**src/rtl/arm_isa_pkg.sv**
```systemverilog
// arm_isa_pkg: instruction-class, funct and condition codes plus loader state enum
package arm_isa_pkg;
  localparam logic [1:0] OP_DP  = 2'b00;
  localparam logic [1:0] OP_MEM = 2'b01;
  localparam logic [1:0] OP_B   = 2'b10;
  localparam logic [3:0] FUNCT_AND = 4'b0000;
  localparam logic [3:0] FUNCT_SUB = 4'b0010;
  localparam logic [3:0] FUNCT_ADD = 4'b0100;
  localparam logic [3:0] FUNCT_CMP = 4'b1010;
  localparam logic [3:0] FUNCT_ORR = 4'b1100;
  localparam logic [3:0] FUNCT_MOV = 4'b1101;
  localparam logic [3:0] COND_AL   = 4'hE;
  localparam logic [3:0] MEM_PUBW  = 4'b1100;
  typedef enum logic [1:0] {LD_IDLE, LD_LOAD, LD_DRAIN} loader_state_e;
endpackage

```
**src/rtl/instr_encode_loader_encoder.sv**
```systemverilog
// instr_word_encoder: combinational descriptor fields -> 32-bit machine word plus illegal flag
module instr_word_encoder
  import arm_isa_pkg::*;
(
  input  logic [1:0]  cls_i,
  input  logic [3:0]  cond_i,
  input  logic [3:0]  funct_i,
  input  logic        i_i,
  input  logic        s_i,
  input  logic        l_i,
  input  logic [3:0]  rn_i,
  input  logic [3:0]  rd_i,
  input  logic [11:0] src2_i,
  input  logic [23:0] imm24_i,
  output logic [31:0] word_o,
  output logic        illegal_o
);
  logic is_cmp, is_mov, dp_ok;
  assign is_cmp = funct_i == FUNCT_CMP;
  assign is_mov = funct_i == FUNCT_MOV;
  assign dp_ok = funct_i inside {FUNCT_AND, FUNCT_SUB, FUNCT_ADD, FUNCT_ORR, FUNCT_CMP, FUNCT_MOV};
  assign illegal_o = (cls_i == 2'b11) || (cls_i == OP_DP && !dp_ok);
  assign word_o = cls_i == OP_DP  ? {cond_i, OP_DP, i_i, funct_i, s_i | is_cmp, is_mov ? 4'h0 : rn_i,
                                     is_cmp ? 4'h0 : rd_i, src2_i} :
                  cls_i == OP_MEM ? {cond_i, OP_MEM, 1'b0, MEM_PUBW, l_i, rn_i, rd_i, src2_i} :
                  cls_i == OP_B   ? {cond_i, OP_B, 1'b1, l_i, imm24_i} : 32'h0;
endmodule

```
**src/rtl/instr_encode_loader.sv**
```systemverilog
// instr_encode_loader: accepts instruction descriptors, encodes them and streams words to imem at consecutive addresses
module instr_encode_loader
  import arm_isa_pkg::*;
#(
  parameter int            AW        = 32,
  parameter logic [AW-1:0] BASE_ADDR = '0,
  parameter int            MAX_WORDS = 256
) (
  input  logic          clk,
  input  logic          rst_n,
  input  logic          start,
  input  logic          in_valid,
  output logic          in_ready,
  input  logic [1:0]    in_cls,
  input  logic [3:0]    in_cond,
  input  logic [3:0]    in_funct,
  input  logic          in_i,
  input  logic          in_s,
  input  logic          in_l,
  input  logic [3:0]    in_rn,
  input  logic [3:0]    in_rd,
  input  logic [11:0]   in_src2,
  input  logic [23:0]   in_imm24,
  input  logic          in_last,
  output logic          wr_valid,
  input  logic          wr_ready,
  output logic [AW-1:0] wr_addr,
  output logic [31:0]   wr_data,
  output logic          busy,
  output logic          done,
  output logic          err,
  output logic [8:0]    word_count
);
  loader_state_e state_q, state_d;
  logic [AW-1:0] addr_q, addr_d;
  logic [31:0]   data_q, data_d, enc_word;
  logic          wv_q, wv_d, err_q, err_d, enc_ill, acc, hs, go, emit;
  logic [8:0]    cnt_q, cnt_d, iss_q, iss_d;
  instr_word_encoder u_enc (
    .cls_i(in_cls), .cond_i(in_cond), .funct_i(in_funct), .i_i(in_i), .s_i(in_s), .l_i(in_l),
    .rn_i(in_rn), .rd_i(in_rd), .src2_i(in_src2), .imm24_i(in_imm24),
    .word_o(enc_word), .illegal_o(enc_ill)
  );
  // iss_q counts words accepted into the output register; it bounds capacity so a word
  // still waiting for wr_ready cannot let one extra descriptor slip in
  assign in_ready = state_q == LD_LOAD && (!wv_q || wr_ready) && iss_q < 9'(MAX_WORDS);
  assign acc = in_valid & in_ready;
  assign emit = acc & !enc_ill;
  assign hs = wv_q & wr_ready;
  assign go = state_q == LD_IDLE && start;
  always_comb begin
    addr_d  = go ? BASE_ADDR : hs ? addr_q + AW'(4) : addr_q;
    cnt_d   = go ? 9'd0 : hs ? cnt_q + 9'd1 : cnt_q;
    iss_d   = go ? 9'd0 : emit ? iss_q + 9'd1 : iss_q;
    err_d   = go ? 1'b0 : (acc && enc_ill) ? 1'b1 : err_q;
    wv_d    = emit ? 1'b1 : hs ? 1'b0 : wv_q;
    data_d  = emit ? enc_word : data_q;
    state_d = go ? LD_LOAD :
              (acc && (in_last || iss_d == 9'(MAX_WORDS))) ? LD_DRAIN :
              (state_q == LD_DRAIN && !wv_q) ? LD_IDLE : state_q;
  end
  always_ff @(posedge clk or negedge rst_n) begin
    if (!rst_n) begin
      state_q <= LD_IDLE;
      addr_q  <= BASE_ADDR;
      data_q  <= '0;
      wv_q    <= 1'b0;
      err_q   <= 1'b0;
      cnt_q   <= '0;
      iss_q   <= '0;
    end else begin
      state_q <= state_d;
      addr_q  <= addr_d;
      data_q  <= data_d;
      wv_q    <= wv_d;
      err_q   <= err_d;
      cnt_q   <= cnt_d;
      iss_q   <= iss_d;
    end
  end
  assign wr_valid   = wv_q;
  assign wr_addr    = addr_q;
  assign wr_data    = data_q;
  assign busy       = state_q != LD_IDLE;
  assign done       = state_q == LD_DRAIN && !wv_q;
  assign err        = err_q;
  assign word_count = cnt_q;
endmodule

```
**config.mk**
```make
export PLATFORM = sky130hd
export DESIGN_NAME = instr_encode_loader
export DESIGN_NICKNAME = d
export VERILOG_FILES = /design/src/rtl/arm_isa_pkg.sv /design/src/rtl/instr_encode_loader_encoder.sv /design/src/rtl/instr_encode_loader.sv
export SDC_FILE = /design/constraint.sdc
export NUM_CORES = 1
export LEC_CHECK = 0
export ABC_AREA = 1
export CORE_UTILIZATION = 30
export CTS_CLUSTER_SIZE = 30
export DETAILED_ROUTE_END_ITERATION = 12
export DONT_BUFFER_PORTS = 1
export PLACE_DENSITY_LB_ADDON = 0.3
export SETUP_SLACK_MARGIN = 0.4
export SLEW_MARGIN = 0
export SYNTH_ARGS = -nofsm -noshare
export SYNTH_HDL_FRONTEND = slang
export SYNTH_HIERARCHICAL = 1
export SYNTH_SLANG_ARGS = --single-unit
```
**constraint.sdc**
```tcl
create_clock -name clk -period 2.1 [get_ports clk]
set_input_delay 0.42 -clock clk [delete_from_list [all_inputs] [get_ports clk]]
set_output_delay 0.42 -clock clk [all_outputs]
set_load 0.01 [all_outputs]
```
==> impl_metrics.json, run 1 <==
{
  "multi_input_area_sq_um": 2336,
  "synth_seq_cells": 84,
  "setup_viol_count_final": 0,
  "place.gp.congestion": 0.9542,
  "yosys_warnings": 6,
  "num_vias": 4268,
  "yosys.area.top_type": "dfrtp_1",
  "wire_per_inst_um": 14.88,
  "synth_flop_cell": "dfrtp_1",
  "num_rows": 44,
  "diodes": 0,
  "timing.hold.ws_ns": -0.2266,
  "nFillCells": 1485,
  "fmax_mhz": 556.7,
  "worstPathRequired_ns": 2.37,
  "design_area_sq_um": 5794,
  "crit_chain": "ha_4 > nand3_4 > nor3_4 > nand2_2 > nor2_2 > nand2_2 > nor3b_4 > nand2_1 > nand2_1 > nand2_1 > nor2_1",
  "rrSetupSlack_ns": 0.30,
  "synth_top_area_share_pct": 45.65,
  "max_cap_violations": 0,
  "utilization_pct": 39.27,
  "fin_setup_tns_ns": 0,
  "place_area_sq_um": 4946,
  "core-area_sq_um": 14750,
  "seq_area_frac_synth_pct": 45.65,
  "io_pins": 141,
  "syn_inst": 630,
  "die_h_um": 125.9,
  "path_class": "flop to flop",
  "gr-total-overflow": 0,
  "rsz0062_at_grt": "yes",
  "syn_area_sq_um": 4604,
  "rr_endpoint": "wr_addr[30]",
  "fin_crit_ns": 1.796,
  "max_slew_margin_pct": 65.68,
  "clkTransAtPathRegs_ns": 0.06,
  "clk_latency_ns": 0.34,
  "rr_startpoint": "wr_addr[3]",
  "path_common_cell": "nand2_1",
  "htree_levels": 3,
  "synth_area_leaders": "dfrtp_1 (46%), nand2_1 (18%), inv_1 (6.6%)",
  "finalCritPeriodShare_pct": 85.54,
  "nNetsFinal": 742,
  "die_w_um": 125.9,
  "register_area_sq_um": 2115,
  "port_buffers": 0,
  "rr_worst_depth": 11,
  "clock_path_buffers": 2,
  "hpwl_um": 9024,
  "startpoint_type": "flop",
  "globalRouteTotalUtil_pct": 16.38,
  "post_drt_via_cell_ratio": 4.934,
  "drtIter0Drc": 221,
  "area_growth_pct": 25.84,
  "worst_path_max_delay_cell": "dfrtp_2",
  "grt_max_degree": 85,
  "die_area_sq_um": 15850,
  "hold_viol_final": 84,
  "power_density_nw_per_um2": 1023,
  "holdCritPathClass": "primary input to async pin",
  "path_delay_family": "simple AND/OR/NAND/NOR gates",
  "vdd_ir_drop_max_v": 0.0005443,
  "cpPeakStageDelay_ns": 0.48,
  "drive_gt1_share_pct": 22.61,
  "power_leakage_nw": 2.982,
  "cp_num_buf_inv": 0,
  "syn_avg_cell_area_sq_um": 7.309,
  "path_max_fanout": 5,
  "antenna_left": 0,
  "clock_sinks": 84,
  "synth_edf_count": 0,
  "cts_tree": "yes",
  "grt_first_pass_wirelength_um": 20490,
  "drc_errors": 0,
  "skew_ns": 0.006559,
  "grt_pass1_vias": 4175,
  "violations": "hold timing",
  "cp-end-kind": "flop",
  "ys_types": 40,
  "antenna_found_initial": 0,
  "worstMarginPinSlew_ns": 0.5136,
  "cts_made_buffers": 9,
  "cts_root_buf": "clkbuf_16",
  "dr.pass1.iters": 6,
  "wl_um": 12870,
  "drv_slew": 0,
  "start_util_pct": 31.21,
  "synth-async-reset-ratio_pct": 100.0,
  "outcome": "complete, but fails checks",
  "critical_path_arrival_ns": 2.07
}
final cells by class:
| type | count | share of cell area [%] |
|---|---|---|
| multi-input combinational | 442 | 40.32 |
| sequential | 84 | 36.49 |
| timing repair buffer | 54 | 7.385 |
| inverter | 85 | 5.809 |
| tap | 184 | 3.973 |
| clock buffer | 9 | 3.887 |
| clock inverter | 7 | 2.138 |
flip-flops by register name (all words and copies together), names as in the netlist:
register,cells
iss_q,9
wr_addr,30
wr_valid,1
wr_data,32
state_q,2
word_count,9
err,1
synth_stat cells, types with 3 or more instances:
library cell and number:
o21ai_0 23, buf_2 4, nand2_1 225, inv_2 3
a21oi_1 25, clkbuf_1 8, inv_1 81, nand2_2 6
buf_4 3, nor2_2 5, nor3_1 11, ha_1 3
nor2_1 55, a22o_1 12, dfrtp_1 84, nand3_1 36
nor2_4 4, nand4_1 11
worst max-delay path by stage:
| stage | start | endpoint | depth (start not counted) |
|---|---|---|---|
| after floorplan | in_funct[2] | state_q[0] | 15 |
| after global placement | in_funct[1] | state_q[0] | 19 |
| after detailed placement | in_funct[1] | state_q[0] | 18 |
| after CTS | wr_addr[3] | wr_addr[30] | 11 |
| after global routing | wr_addr[3] | wr_addr[30] | 11 |
| final | wr_addr[3] | wr_addr[30] | 11 |
metal layers:
metal	global-route usage (%)	wire length (um)	vias to the layer above
met5	0	0	-
met4	6.591	299	0
met3	6.287	1200	24
met2	26.58	6003	183
met1	19.46	5369	1975
li1	-	-	2086
through the flow:
stage	power [mW]	std cells	worst slack, ns
final	5.927	865	0.3037
after global routing	6.300	865	0.1263
after CTS	5.801	849	0.2445
after detailed placement	3.777	821	0.03859
after global placement	3.751	821	0.08711
after floorplan	3.360	631	0.2642
repair_timing:
action,4_1_cts,5_1_grt
cloned,0,0
hold endpoints to repair,84,84
pin swaps,14,20
setup buffers,12,16
gates resized for setup,30,53
setup endpoints to repair,19,55
power breakdown:
part	total (mW)	switching, mW	internal, mW
clock network	1.86	0.689	1.17
logic	1.51	0.893	0.618
registers	2.56	0.543	2.01
placed cells by master (no fill, tap or decap), types with 11 or more instances in the layout:
| master | n |
|---|---|
| nand2_1 | 213 |
| dfrtp_1 | 74 |
| o21ai_0 | 19 |
| nor2_1 | 40 |
| nor2_4 | 15 |
| inv_1 | 74 |
| nand4_1 | 11 |
| a21oi_1 | 22 |
| nand3_1 | 32 |
| nand2_2 | 14 |
| a22o_1 | 12 |
| buf_4 | 48 |
kinds of logic (layout without fill, tap and decap cells):
kind of cell,Yosys count,count (layout),synth area share (%)
AOI/OAI and AO/OA,71,71,9.375
other,1,2,0.08144
adders and majority gates,3,3,0.8153
buffers and inverters,105,155,9.565
and+or+nand+nor,363,363,33.94
xor gates and xnor gates,3,3,0.5708
DFF,84,84,45.65
Note: power is estimated with default switching activity, not from simulation.
==> run 2, diff against run 1 <==
CTS_CLUSTER_SIZE = not set   (was 30)
SLEW_MARGIN = 20   (was 0)
==> results of run 2 <==
Final layout, timing and power as in run 1 (identical DEF).
==> run 3, diff against run 2 <==
SLEW_MARGIN = 40   (was 20)
==> results of run 3 <==
Final layout, timing and power as in run 1 (identical DEF).
